--- src/rtl/hamming_pkg.sv ---
// Shared Hamming(38,32) layout constants and helpers. The decoder side
// uses the same package, so the codeword layout lives in exactly one place.
package hamming_pkg;

  localparam int DATA_W = 32;
  localparam int PAR_W  = 6;
  localparam int CW_W   = 38;
  localparam int IDX_W  = 6;

  // Codeword index i holds Hamming position i+1. A position is a parity
  // slot when it is a power of two.
  function automatic logic is_parity_idx(input int i);
    return ((i + 1) & i) == 0;
  endfunction

  // Indices of the data-carrying codeword bits that parity bit k covers:
  // non-parity indices whose position (i+1) has bit k set.
  function automatic logic [CW_W-1:0] parity_cover_mask(input int k);
    logic [CW_W-1:0] m;
    m = '0;
    for (int i = 0; i < CW_W; i++) begin
      if (!is_parity_idx(i) && (((i + 1) >> k) & 1) == 1) begin
        m[i] = 1'b1;
      end
    end
    return m;
  endfunction

endpackage

--- src/rtl/hamming_parity_gen.sv ---
// Combinational Hamming(38,32) encoder: places the 32 data bits into the
// non-parity slots and fills the six even-parity bits.
module hamming_parity_gen
  import hamming_pkg::*;
(
  input  logic [DATA_W-1:0] data,
  output logic [CW_W-1:0]   code
);

  logic [CW_W-1:0] placed;

  // Data bits in ascending order across indices 2,4-6,8-14,16-30,32-37;
  // parity slots (0,1,3,7,15,31) are left zero here.
  assign placed = {data[31:26], 1'b0, data[25:11], 1'b0, data[10:4],
                   1'b0, data[3:1], 1'b0, data[0], 2'b00};

  // Each parity bit is the XOR of the data slots it covers; parity slots
  // in placed are zero, so OR-ing them in is an insert.
  always_comb begin
    code = placed;
    for (int k = 0; k < PAR_W; k++) begin
      code[(1 << k) - 1] = ^(placed & parity_cover_mask(k));
    end
  end

endmodule

--- src/rtl/hamming_encoder_stream.sv ---
// Streaming Hamming(38,32) encoder with a two-stage valid/ready pipeline,
// optional single-bit error injection and a count of emitted codewords.
//
// Handshake rules: a transfer happens on a rising edge where valid && ready.
// in_ready depends combinationally on out_ready; out_valid is a register.
// Once out_valid is high, out_code holds until the transfer completes.
module hamming_encoder_stream
  import hamming_pkg::*;
#(
  parameter int CNT_W  = 16,
  parameter bit INJ_EN = 1'b1
) (
  input  logic              clk,
  input  logic              rst,
  input  logic              in_valid,
  output logic              in_ready,
  input  logic [DATA_W-1:0] in_data,
  input  logic              inj_flip,
  input  logic [IDX_W-1:0]  inj_idx,
  output logic              out_valid,
  input  logic              out_ready,
  output logic [CW_W-1:0]   out_code,
  output logic [CNT_W-1:0]  enc_count
);

  logic              s1_valid;
  logic [DATA_W-1:0] s1_data;
  logic              s1_flip;
  logic [IDX_W-1:0]  s1_idx;

  logic              s2_valid;
  logic [CW_W-1:0]   s2_code;

  logic [CW_W-1:0]   clean_code;
  logic [CW_W-1:0]   inj_mask;
  logic              s2_load;
  logic              in_fire;
  logic              out_fire;

  assign s2_load   = s1_valid && (!s2_valid || out_ready);
  assign in_ready  = !s1_valid || s2_load;
  assign in_fire   = in_valid && in_ready;
  assign out_fire  = s2_valid && out_ready;
  assign out_valid = s2_valid;
  assign out_code  = s2_code;

  hamming_parity_gen u_parity_gen (
    .data (s1_data),
    .code (clean_code)
  );

  // One-hot flip mask; indices 38..63 match no bit and leave the word clean.
  if (INJ_EN) begin : g_inj
    always_comb begin
      inj_mask = '0;
      for (int i = 0; i < CW_W; i++) begin
        if (s1_flip && (s1_idx == IDX_W'(i))) begin
          inj_mask[i] = 1'b1;
        end
      end
    end
  end else begin : g_no_inj
    assign inj_mask = '0;
  end

  // Stage 1: capture the incoming word; empties when it moves to stage 2.
  always_ff @(posedge clk or posedge rst) begin
    if (rst) begin
      s1_valid <= 1'b0;
      s1_data  <= '0;
      s1_flip  <= 1'b0;
      s1_idx   <= '0;
    end else if (in_fire) begin
      s1_valid <= 1'b1;
      s1_data  <= in_data;
      s1_flip  <= inj_flip;
      s1_idx   <= inj_idx;
    end else if (s2_load) begin
      s1_valid <= 1'b0;
    end
  end

  // Stage 2: register the finished codeword; holds while downstream stalls.
  always_ff @(posedge clk or posedge rst) begin
    if (rst) begin
      s2_valid <= 1'b0;
      s2_code  <= '0;
    end else if (s2_load) begin
      s2_valid <= 1'b1;
      s2_code  <= clean_code ^ inj_mask;
    end else if (out_ready) begin
      s2_valid <= 1'b0;
    end
  end

  // Count completed output transfers, wrapping naturally at 2**CNT_W.
  always_ff @(posedge clk or posedge rst) begin
    if (rst) begin
      enc_count <= '0;
    end else if (out_fire) begin
      enc_count <= enc_count + CNT_W'(1);
    end
  end

endmodule

--- config.mk ---
export PLATFORM = sky130hd
export DESIGN_NAME = hamming_encoder_stream
export DESIGN_NICKNAME = d
export VERILOG_FILES = /design/src/rtl/hamming_pkg.sv /design/src/rtl/hamming_parity_gen.sv /design/src/rtl/hamming_encoder_stream.sv
export SDC_FILE = /design/constraint.sdc
export NUM_CORES = 1
export LEC_CHECK = 0
export CORE_UTILIZATION = 48
export DETAILED_ROUTE_END_ITERATION = 8
export PLACE_DENSITY = 0.77
export SETUP_SLACK_MARGIN = 0.5
export SLEW_MARGIN = 30
export SYNTH_ARGS = -nofsm -noshare
export SYNTH_HDL_FRONTEND = slang
export SYNTH_SLANG_ARGS = --single-unit
export TNS_END_PERCENT = 50
--- constraint.sdc ---
create_clock -name clk -period 4.5 [get_ports clk]
set_clock_uncertainty 0.05 [all_clocks]
set_input_delay 1.125 -clock clk [delete_from_list [all_inputs] [get_ports clk]]
set_output_delay 1.125 -clock clk [all_outputs]
set_load 0.03 [all_outputs]
==> run metrics <==
Worst setup EP type primary output; type of the most critical hold path flop to flop; CTS max path bufs 2; worst reg2reg endpoint out_code[7]; syn_area_per_cell around 11 µm²; PwrDens 522 nW/µm²; most used cell along the critical path clkdlybuf4s50_1; routing usage on met1 between 20% and 30%; worst skew pair latency between 0.3 and 0.4 ns; Post-Syn Instances around 420; total CTS buffers 9; root buffer cell clkbuf_8; fin. max-slew vios 0; drt wl/cell 15.7 µm; Area growth syn-to-layout 28.2%; largest cells by area after synthesis dfrtp_1, xnor2_1, mux2_2; CP Class input port to primary output; Clk pin slew, worst setup/hold paths 0.09 ns; Post-DRT Antenna Nets 0; synth warn 0; CTS sink count 95; largest net degree at the start of global routing 50; status finished, final reports clean; CP max FO 5; Rel. slew slack around 45%; post-CTS setup buffer count 0; Die W about 100 µm; most instantiated library cell after synthesis dfrtp_1; GRT met3 Usage under 10%; reg2reg start s1_idx[0]; syn_nets approximately 470; Pleak between 2 and 2.5 nW; initial antenna violation count 0; number of synthesized flops with an enable pin 0; htree depth 3; number of synthesized register bits 95; crit path DAT 2.53 ns; hold_ws approximately 0.42 ns; Yosys top cell by area dfrtp_1; PortBufs about 100; post-CTS sizing 0; fillers between 800 and 900; Final Wtd Congestion ~0.92; Worst Setup SP out_ready; Via density a little over 5; Seq/Total Area, Yosys 50.5%; Synth async-reset ratio 100%; cell area after synthesis ~4700 µm²; CP endpoint in_ready; critical-path cell list clkdlybuf4s50_1, nand3b_1, clkdlybuf4s50_1; RSZ-0062 raised after global routing no; GRT busiest layer met2; Max rail drop VDD roughly 260 µV; vias in the first global route around 3,400; final worst-path setup slack around 0.80 ns; hold_buf cts 0; highest clock rate ~0.27 GHz; global route total overflow 0; row count 35; Least-Margin Pin Slew 0.824 ns; commonest cells in the netlist dfrtp_1, nand2_1, xnor2_1, mux2_2, xor2_1; period utilization roughly 82%; detailed placement HPWL a little under 8 mm; library cells used by synthesis 26; max incr delay on CP ~0.68 ns; DRT Pass-1 Iters 4; final setup violating endpoints 0; Yosys top cell area share between 50% and 60%; WP data required ~3.3 ns; CTS tree yes; detailed-route DRC error count 0; setup_tns 0 ns; Slowest cell on crit path clkdlybuf4s50_1; met2 usage about 37%; pre-CTS setup slack between 0.8 and 0.9 ns; crit path launch type input port; ys flop type dfrtp_1; Initial DRC Count ~130; Die Y between 100 and 150 µm; total die area slightly above 10,000 µm²; drt total wl just over 10 mm; Antenna diodes 0; Max Cap Viol 0; Final Hold Viols 0; total track usage 21.8%; Initial Utilization between 50% and 60%; r2r worst-path depth 5; first-pass GRT wire length 16.8 mm; Final #Nets 564; Tmin final between 3 and 4 ns; I/O Pins just under 100; fraction of layout cells with a size suffix above 1 a little under an eighth; Core Region roughly 9400 µm²; Vias around 3,300; R2R Setup Slk approximately 2.4 ns
==> worst max-delay path: cells and delay by family <==
family / cells / cell delay, ns
buffers and inverters: 2 / 1.23
and+or+nand+nor: 1 / 0.17
==> worst min-delay path by stage <==
stage | startpoint | end | slack [ns] | cells after the start
after floorplan | s1_valid | out_valid | 0.41 | 1
after global placement | enc_count[15] | enc_count[15] | 0.41 | 1
after detailed placement | enc_count[15] | enc_count[15] | 0.42 | 1
after CTS | enc_count[15] | enc_count[15] | 0.43 | 1
after global routing | enc_count[15] | enc_count[15] | 0.46 | 1
final | enc_count[15] | enc_count[15] | 0.42 | 1
==> logic make-up after synthesis <==
| logic type | Yosys count | share of synthesized area [%] |
|---|---|---|
| mux | 40 | 9.57 |
| xor+xnor | 103 | 21.5 |
| simple gates | 127 | 12.4 |
| compound gates | 38 | 4.04 |
| buf+inv | 20 | 1.75 |
| flops | 95 | 50.5 |
| fa+ha+maj | 1 | 0.266 |
==> area by class of cell <==
cell class	count	area (µm²)	area share (%)
clock buffer	11	141	2.34
clock inverter	5	81.3	1.35
inverter	3	12.5	0.207
multi-input combinational	309	2250	37.3
sequential	95	2380	39.4
tap	129	161	2.67
timing repair buffer	102	1010	16.8
==> state kept, by name (all words and copies together), names as in the netlist <==
| register | cells |
|---|---|
| out_valid | 1 |
| enc_count | 16 |
| out_code | 38 |
| s1_valid | 1 |
| s1_data | 32 |
| s1_idx | 6 |
| s1_flip | 1 |
==> per-layer routing <==
metal  up-vias  part of all wire [%]
met5         -                     0
met4         0                   1.4
met3        14                   5.0
met2       117                    49
met1      1594                    45
li1       1592                     -
==> metrics by stage <==
stage               cell area [µm²]  power [mW]  std cells  util, %
CTS                            6030        3.17        654     64.4
finish                         6030        3.15        654     64.4
detailed placement             5810        2.55        638     62.0
floorplan                      4710        2.09        424        -
global placement               5810        2.52        638     62.0
global route                   6030        3.32        654     64.4
==> report_power, final <==
part / internal [mW] / switching, mW / leakage [nW] / total (mW)
Combinational: 0.666 / 0.651 / 1.20 / 1.32
Clock: 0.328 / 0.295 / 0.110 / 0.623
Sequential: 1.03 / 0.182 / 1.16 / 1.21
Total: 2.02 / 1.13 / 2.46 / 3.15
==> placed cells by master (no fill, tap or decap), types with 5 or more instances in the layout <==
master	n
mux2_2	40
nand3_1	6
nand4_1	5
xor2_1	37
xnor3_1	8
nand2b_1	8
xnor2_1	58
clkbuf_8	10
nor3_1	8
clkdlybuf4s50_1	98
dfrtp_1	95
nor2_1	20
nand2_1	67
o21ai_0	36
(Power assumes the default switching activity.)
